--- config.mk ---
export PLATFORM = sky130hd
export DESIGN_NAME = pc_unit
export DESIGN_NICKNAME = d
export VERILOG_FILES = /design/src/rtl/pc_unit.sv
export SDC_FILE = /design/constraint.sdc
export NUM_CORES = 1
export LEC_CHECK = 0
export ABC_AREA = 1
export BUFFER_PORTS_ARGS = -buffer_cell sky130_fd_sc_hd__buf_2
export CAP_MARGIN = 20
export CORE_MARGIN = 3
export CORE_UTILIZATION = 55
export DETAILED_ROUTE_END_ITERATION = 16
export PLACE_DENSITY_LB_ADDON = 0.05
export SYNTH_ARGS = -nofsm -noshare
export SYNTH_HDL_FRONTEND = slang
export SYNTH_SLANG_ARGS = --single-unit
--- constraint.sdc ---
create_clock -name clk -period 3.3 [get_ports clk]
set_input_delay 0.165 -clock clk [delete_from_list [all_inputs] [get_ports clk]]
set_output_delay 0.165 -clock clk [all_outputs]
set_load 0.1 [all_outputs]
--- src/rtl/pc_unit.sv ---
// Program-counter unit: fetch PC register, sequential increment, branch/jump
// redirect and a circular return-address stack that supplies `ret` targets.
module pc_unit #(
  parameter int unsigned WIDTH        = 32,
  parameter logic [31:0] RESET_VECTOR = 32'h0000_0000,
  parameter int unsigned INC          = 4,
  parameter int unsigned RAS_DEPTH    = 4
) (
  input  logic             clk,
  input  logic             rst_n,
  input  logic             Write_enable,
  input  logic             redirect_valid,
  input  logic [WIDTH-1:0] redirect_target,
  input  logic             call,
  input  logic             ret,
  output logic [WIDTH-1:0] pc_out,
  output logic [WIDTH-1:0] pc_plus_inc,
  output logic             ras_empty,
  output logic             ras_full,
  output logic             ras_underflow,
  output logic             misaligned
);

  localparam int unsigned      PTR_W      = $clog2(RAS_DEPTH);
  localparam logic [WIDTH-1:0] RESET_PC   = WIDTH'(RESET_VECTOR);
  localparam logic [WIDTH-1:0] INC_W      = WIDTH'(INC);
  localparam logic [PTR_W:0]   FULL_COUNT = (PTR_W + 1)'(RAS_DEPTH);

  logic [WIDTH-1:0] pc_q, pc_d;
  logic [WIDTH-1:0] ras_mem [RAS_DEPTH];
  logic [PTR_W-1:0] top_q, top_d, wr_ptr;
  logic [PTR_W:0]   count_q, count_d;
  logic             underflow_q, underflow_d;
  logic             misaligned_q, misaligned_d;
  logic             pop, push, take_redirect;

  assign pc_out        = pc_q;
  assign pc_plus_inc   = pc_q + INC_W;
  assign ras_empty     = (count_q == '0);
  assign ras_full      = (count_q == FULL_COUNT);
  assign ras_underflow = underflow_q;
  assign misaligned    = misaligned_q;

  // Every request is qualified by Write_enable so a stall freezes all state
  // and lets both pulse flags fall back to 0.
  // NOTE: every signal written here gets a default first so no latch is inferred.
  always_comb begin
    pop           = Write_enable && ret && !ras_empty;
    push          = Write_enable && call;
    take_redirect = Write_enable && redirect_valid && !pop;
    underflow_d   = Write_enable && ret && ras_empty;
    misaligned_d  = take_redirect && (redirect_target[1:0] != 2'b00);

    pc_d    = pc_q;
    top_d   = top_q;
    count_d = count_q;
    wr_ptr  = top_q + 1'b1;

    if (pop)                pc_d = ras_mem[top_q];
    else if (take_redirect) pc_d = {redirect_target[WIDTH-1:2], 2'b00};
    else if (Write_enable)  pc_d = pc_plus_inc;

    unique case ({push, pop})
      2'b10: begin
        top_d   = top_q + 1'b1;
        count_d = ras_full ? count_q : count_q + 1'b1;
      end
      2'b01: begin
        top_d   = top_q - 1'b1;
        count_d = count_q - 1'b1;
      end
      // Combined call/ret: the pop reads the old top and the push refills that slot.
      2'b11:   wr_ptr = top_q;
      default: ;
    endcase
  end

  // NOTE: sequential state uses non-blocking assignments so all registers
  // update together from the values sampled before the edge.
  always_ff @(posedge clk or negedge rst_n) begin
    if (!rst_n) begin
      pc_q         <= RESET_PC;
      top_q        <= '0;
      count_q      <= '0;
      underflow_q  <= 1'b0;
      misaligned_q <= 1'b0;
    end else begin
      pc_q         <= pc_d;
      top_q        <= top_d;
      count_q      <= count_d;
      underflow_q  <= underflow_d;
      misaligned_q <= misaligned_d;
    end
  end

  // NOTE: the stack storage is deliberately left out of reset; count gates
  // every read, so stale entries are never observed.
  always_ff @(posedge clk) begin
    if (push) ras_mem[wr_ptr] <= pc_plus_inc;
  end

endmodule
==> results of run 1 <==
==> path summary, 6_finish.rpt <==
path                              endpoint    startpoint  slack, ns
setup / recovery           pc_plus_inc[24]     pc_out[3]       0.47
hold / removal               ras_underflow  Write_enable       0.04
setup reg to reg             ras_mem[3][3]    count_q[0]       0.86
hold reg to reg                 count_q[2]    count_q[2]       0.51
max in group asynchronous       pc_out[27]         rst_n       2.68
min in group asynchronous        pc_out[0]         rst_n       0.13
==> cells in the final DEF (no fill, tap or decap), types with 3 or more instances in the layout <==
cell | Yosys | layout
buf_12 | 0 | 5
dlygate4sd3_1 | 0 | 4
nand3_1 | 27 | 27
inv_6 | 0 | 3
buf_2 | 16 | 105
nand2_4 | 3 | 3
inv_2 | 3 | 3
nor2_2 | 3 | 5
dfrtp_1 | 39 | 37
edfxtp_1 | 128 | 128
inv_1 | 54 | 53
nor2_1 | 113 | 109
o21ai_1 | 5 | 5
and2_1 | 3 | 3
clkbuf_16 | 0 | 17
nor2_8 | 3 | 3
nand2_2 | 5 | 5
o22ai_1 | 21 | 21
a21oi_1 | 29 | 29
a31oi_1 | 4 | 4
o211ai_1 | 4 | 4
buf_4 | 3 | 9
o21ai_0 | 81 | 81
nand2_1 | 226 | 226
xor2_1 | 6 | 5
nand3b_1 | 7 | 7
clkinv_2 | 0 | 4
clkinv_1 | 2 | 3
clkinvlp_4 | 0 | 3
nor2_4 | 4 | 6
xnor2_2 | 0 | 4
o221ai_1 | 3 | 3
xor2_2 | 4 | 3
==> logic make-up after synthesis <==
group	Yosys count	share of synthesized area, %
adder cells (fa/ha/maj)	2	0.314
flip-flops	167	60.5
XOR/XNOR	16	2.14
AND/OR/NAND/NOR	399	21.4
buffers and inverters	98	5.10
AO/OA/AOI/OAI	153	10.6
==> state kept, by name (all words and copies together) (netlist names) <==
register / cells
count_q: 3
misaligned: 1
pc_out: 32
ras_mem: 128
ras_underflow: 1
top_q: 2
==> layout make-up <==
type                       count  share of cell area (%)
multi-input combinational    570                    30.2
inverter                      59                    2.40
clock buffer                  19                    4.82
tap                          180                    2.40
clock inverter                13                   0.999
timing repair buffer         123                    7.81
sequential                   167                    51.3
==> power by group through the flow <==
stage	sequential, mW	clock [mW]	combinational (mW)
2_1_floorplan	4.32	0	3.11
4_1_cts	3.31	1.86	5.18
3_5_place_dp	3.35	0	5.16
3_3_place_gp	3.33	0	5.09
5_1_grt	3.36	1.97	5.50
6_report	3.32	1.84	5.19
==> through the flow <==
stage	util (%)	hold slack, ns	setup slack (ns)	power, mW
global route	66.9	0.0518	0.406	10.8
detailed placement	62.6	0.392	0.845	8.51
finish	66.9	0.0369	0.469	10.4
global placement	62.6	0.381	0.929	8.42
CTS	66.7	0.0221	0.497	10.3
floorplan	-	-0.131	0.0588	7.43
==> critical path: cells and delay by family (launching register included) <==
kind	cells	cell delay [ns]
buffers and inverters	1	0.51
AND/OR/NAND/NOR	6	1.02
adder cells (fa/ha/maj)	1	0.27
flip-flops	1	0.44
==> layer usage <==
layer	share of wire (%)	wire [um]	track usage (%)
met1	43	9430	39.6
met5	0	0	0
met2	46	9990	43.2
met4	2.1	453	9.59
met3	9.4	2050	6.69
==> metrics.md, run 1 <==
| Metric | Value |
|---|---|
| Net Switching | `5.49 mW` |
| Unrepaired setup endpoints after global routing | `false` |
| Synth Flop Type | `edfxtp_1` |
| Post-DP HPWL | `14200 um` |
| Worst hold path type | `input pin to register` |
| Fill count | `1100` |
| Multi-input gate area | `2840 um^2` |
| Yosys warns | `0` |
| Die Ht | `126 um` |
| Fin. Hold Viols | `0` |
| Antenna diode count | `0` |
| Syn Nets | `875` |
| Die Footprint | `16000 um^2` |
| Final setup fails | `0` |
| Slowest stage delay, CP | `0.51 ns` |
| Width of the die | `126 um` |
| Critical Path RT | `3.13 ns` |
| Synth cell types | `39` |
| Cells on worst reg2reg path | `9` |
| Row Count | `43` |
| Worst-margin pin slew | `0.671 ns` |
| Syn Area/Cell | `9.54 um^2` |
| Maximum vdd ir drop | `0.761 mV` |
| Max FO, Critical Path | `6` |
| Final Instance Area | `9390 um^2` |
| IO Port Bufs | `105` |
| Critical path class | `register to output port` |
| Drt total wl | `21900 um` |
| Hold path cells | `3` |
| Switch share | `53.0%` |
| Synth top cells by count | `nand2_1 (226), edfxtp_1 (128), nor2_1 (113), o21ai_0 (81), inv_1 (54)` |
| Pwr/cell area | `1100 nW/um^2` |
| FF/Latch Area | `4820 um^2` |
| Final min period | `2.83 ns` |
| Max H-tree Level | `4` |
| Clk pin slew, worst setup/hold paths | `0.06 ns` |
| RD Place Congestion | `0.892` |
| DR WL/cell | `19.4 um` |
| TNS Setup | `0 ns` |
| Synth Instances | `835` |
| Total CTS buffers | `17` |
| Pre-antenna DRT Iters | `5` |
| Io pins | `106` |
| Synthesized area | `7970 um^2` |
| Clk_lat worst skew | `0.42 ns` |
| Post-synthesis sequential area ratio | `60.5%` |
| Final Max Tran Viols | `0` |
| Area growth syn-to-layout | `17.9%` |
| Status | `finished, final reports clean` |
| Clk pwr share | `17.8%` |
| Initial antenna violation count | `0` |
| Core Area | `14000 um^2` |
| Largest net degree at the start of global routing | `65` |
| Fmax | `353 MHz` |
| Layout cell share with drive strength beyond 1 | `20.2%` |
| Count leader, synth | `nand2_1` |
| DRT antenna net count | `0` |
| Critical-path cell list | `ha_1 > nand2_2 > nor2_4 > nand2_2 > nor2_4 > nand3b_1 > nand2_1 > buf_2` |
| Startpoint types | `register` |
| Worst Skew | `0.00779 ns` |
| Post-route DRC | `0` |
| Register bit total from synthesis | `167` |
| Vias in the first global route | `6288` |
| Post-synth top area cell | `edfxtp_1` |
| Critical path capture point type | `output port` |
| Logic gate share of total power | `50.1%` |
| Global-route wire length before repair | `34200 um` |
| Internal power | `4.86 mW` |
| GRT Resource Usage Total | `28.0%` |
| Lkg Pwr | `4.08 nW` |
| Share of the synthesized area in the top cell type | `48.2%` |
| Reg power frac | `32.1%` |
| Synth area leaders | `edfxtp_1 (48%), dfrtp_1 (12%), nand2_1 (11%)` |
| CTS tree | `done` |
| CP arrival | `2.67 ns` |
| FFs w/ async S/R, synth | `23.4%` |
| Post-Place Cells | `1094` |
| Dpl cell area | `8790 um^2` |
| Post-route clock period utilization | `85.8%` |
| Vias | `6471` |
| Post-CTS Resized | `0` |
| CTS max path bufs | `2` |
| Max Cap Violations | `0` |
| Initial core utilization | `56.7%` |
| EDFF count, synth | `128` |
| Number of setup buffers added after CTS | `0` |
| Sink Count | `167` |
| Root buffer cell | `clkbuf_16` |
| Final std cells w/o fill | `1131` |
| Slowest-stage cell, CP | `buf_2` |
| # nets final | `978` |
| Hold buffers post-CTS | `4` |
| Slew margin rel. | `55.3%` |
| DR vias/cell | `5.72` |
| GRT overflow | `0` |
| DRT iter0 DRCs | `569` |
Power figures use the tool's default switching activity.
==> run 2, diff against run 1 <==
ABC_AREA = default   (was 1)
==> metrics.md, run 2 <==
| Metric | Value |
|---|---|
| Status | `finished, final reports clean` |
| Critical path class | `register to output port` |
| Worst-margin pin slew | `0.994 ns (+0.323 ns)` |
| Max H-tree Level | `4 (unchanged)` |
| Cells on worst reg2reg path | `6 (-3)` |
| Synth cell types | `57 (+46%)` |
| DR WL/cell | `23.4 um (+21%)` |
| Unrepaired setup endpoints after global routing | `false` |
| Layout cell share with drive strength beyond 1 | `37.9% (+18 points)` |
| Synth area leaders | `edfxtp_1 (52%), dfrtp_1 (13%), mux4_2 (9.7%)` |
| Final setup fails | `0 (unchanged)` |
| RD Place Congestion | `0.875 (-1.9%)` |
| Critical-path cell list | `ha_1 > inv_1 > or4_2 > nor2_1 > xor2_2 > buf_2` |
| Die Ht | `122 um (-3.4%)` |
| Clk_lat worst skew | `0.44 ns (+0.02 ns)` |
| Max Cap Violations | `0 (unchanged)` |
| DR vias/cell | `6.14 (+7.3%)` |
| EDFF count, synth | `128 (unchanged)` |
| Antenna diode count | `0 (unchanged)` |
| Fill count | `879 (-20%)` |
| Largest net degree at the start of global routing | `40 (-38%)` |
| Slowest stage delay, CP | `0.78 ns (+0.27 ns)` |
| Core Area | `12900 um^2 (-8.3%)` |
| TNS Setup | `0 ns (unchanged)` |
| Final Max Tran Viols | `0 (unchanged)` |
| Total CTS buffers | `17 (unchanged)` |
| Register bit total from synthesis | `167 (unchanged)` |
| Share of the synthesized area in the top cell type | `51.9% (+3.6 points)` |
| FF/Latch Area | `4830 um^2 (+0.13%)` |
| Most frequent cells in the layout | `edfxtp_1 (128), buf_2 (104), nand2_1 (44)` |
| Yosys warns | `0 (unchanged)` |
| Post-synth top area cell | `edfxtp_1` |
| Critical path capture point type | `output port` |
| Commonest non-fill, non-tap cell in the layout | `edfxtp_1` |
| Synth Instances | `503 (-40%)` |
| Fin. Hold Viols | `0 (unchanged)` |
| Width of the die | `122 um (-3.4%)` |
| Count leader, synth | `edfxtp_1` |
| Post-route clock period utilization | `96.0% (+10 points)` |
| Slew margin rel. | `33.8% (-22 points)` |
| Critical Path RT | `3.13 ns (about the same)` |
| Initial core utilization | `57.6% (+0.82 points)` |
| Area growth syn-to-layout | `24.6%` |
| Synth Flop Type | `edfxtp_1` |
| Synthesized area | `7410 um^2 (-7.0%)` |
| Global-route wire length before repair | `28800 um (-16%)` |
| Post-DP HPWL | `12300 um (-13%)` |
| DRT iter0 DRCs | `437 (-23%)` |
| Worst Skew | `0.0131 ns (+0.00530 ns)` |
| Synth top cells by count | `edfxtp_1 (128), nand2_1 (44), dfrtp_1 (39), nor2_1 (34), mux4_2 (32)` |
| Max reg flops | `128 (unchanged)` |
| Worst hold path type | `input pin to register` |
| Fmax | `316 MHz (-11%)` |
| IO Port Bufs | `105 (unchanged)` |
| CP arrival | `3.00 ns (+0.33 ns)` |
| Hold path cells | `3 (unchanged)` |
| GRT overflow | `0 (unchanged)` |
| Largest register by flop count | `ras_mem` |
| # nets final | `657 (-33%)` |
| Initial antenna violation count | `0 (unchanged)` |
| Row Count | `41 (-4.7%)` |
| Syn Nets | `543 (-38%)` |
| Vias in the first global route | `4967 (-21%)` |
| Root buffer cell | `clkbuf_16` |
| FFs w/ async S/R, synth | `23.4% (unchanged)` |
| Max FO, Critical Path | `6 (unchanged)` |
| Drt total wl | `18800 um (-14%)` |
| Number of setup buffers added after CTS | `0 (unchanged)` |
| Post-route DRC | `0 (unchanged)` |
| Vias | `4922 (-24%)` |
| Multi-input gate area | `2850 um^2 (+0.22%)` |
| Pre-antenna DRT Iters | `5 (unchanged)` |
| Worst reg-to-reg setup slack | `0.86 ns (about the same)` |
| Slowest-stage cell, CP | `or4_2` |
| Die Footprint | `14900 um^2 (-6.6%)` |
| GRT Resource Usage Total | `26.8% (-1.3 points)` |
| CTS max path bufs | `2 (unchanged)` |
| Clk pin slew, worst setup/hold paths | `0.06 ns (about the same)` |
| Post-synthesis sequential area ratio | `65.0% (+4.5 points)` |
| Startpoint types | `register` |
| Io pins | `106 (unchanged)` |
| DRT antenna net count | `0 (unchanged)` |
| Sink Count | `167 (unchanged)` |
| Syn Area/Cell | `14.7 um^2 (+54%)` |
| CTS tree | `done` |
| Final min period | `3.17 ns (+0.336 ns)` |
[run 2: logic make-up after synthesis]
logic type,Yosys count,share of synthesized area [%]
DFF,167,65.0
AOI/OAI and AO/OA,79,7.71
and+or+nand+nor,135,9.52
adders and majority gates,2,0.338
muxes,40,10.8
xor gates and xnor gates,33,3.90
buffers and inverters,47,2.67
[run 2: layer usage]
metal	share of wire (%)	wire, um	vias up	GRT usage, %
li1	-	-	2173	-
met1	41	7710	2515	37.7
met2	49	9190	206	40.8
met3	8.2	1550	28	7.57
met4	1.7	318	0	8.96
met5	0	0	-	0
[run 2: area by class of cell]
type	count	share of cell area (%)
flip-flops and latches	167	52.3
multi-input cells	289	30.8
repair buffers	128	7.94
clock buffers	21	4.88
well taps	172	2.33
clock inverters	11	1.17
inverters	14	0.569
[run 2: worst paths after layout]
| path | from | end |
|---|---|---|
| worst max-delay path | pc_out[2] | pc_plus_inc[14] |
| worst min-delay path | redirect_target[19] | pc_out[19] |
| worst max register to register | pc_out[2] | pc_out[18] |
| worst min register to register | pc_out[3] | pc_out[3] |
| max in group asynchronous | rst_n | pc_out[2] |
| min in group asynchronous | rst_n | count_q[2] |
[run 2: timing repair]
item	CTS	global route
hold buffers	3	0
cloned	0	0
pin swaps	0	0
hold endpoints to repair	40	0
gates resized for setup	1	4
setup endpoints to repair	1	2
[run 2: through the flow]
stage | hold WS, ns | area [um^2] | cells | setup WS (ns) | util [%]
4_1_cts | 0.0100 | 9220 | 802 | 0.106 | 71.6
3_5_place_dp | 0.381 | 8620 | 767 | 0.449 | 66.9
2_1_floorplan | -0.131 | 7820 | 503 | -0.145 | -
6_report | 0.0160 | 9230 | 802 | 0.133 | 71.7
3_3_place_gp | 0.376 | 8620 | 767 | 0.526 | 66.9
5_1_grt | 0.0268 | 9230 | 802 | 0.0260 | 71.7
[run 2: worst max-delay path: cells and delay by family, from the launching register on]
kind | cells | cell delay [ns]
buf+inv | 2 | 0.59
fa+ha+maj | 1 | 0.28
simple gates | 2 | 1.00
xor+xnor | 1 | 0.29
flops | 1 | 0.41
Power of run 2 is not shown: default switching activity piles up to over one toggle a cycle in this logic, so the estimate is an artifact.
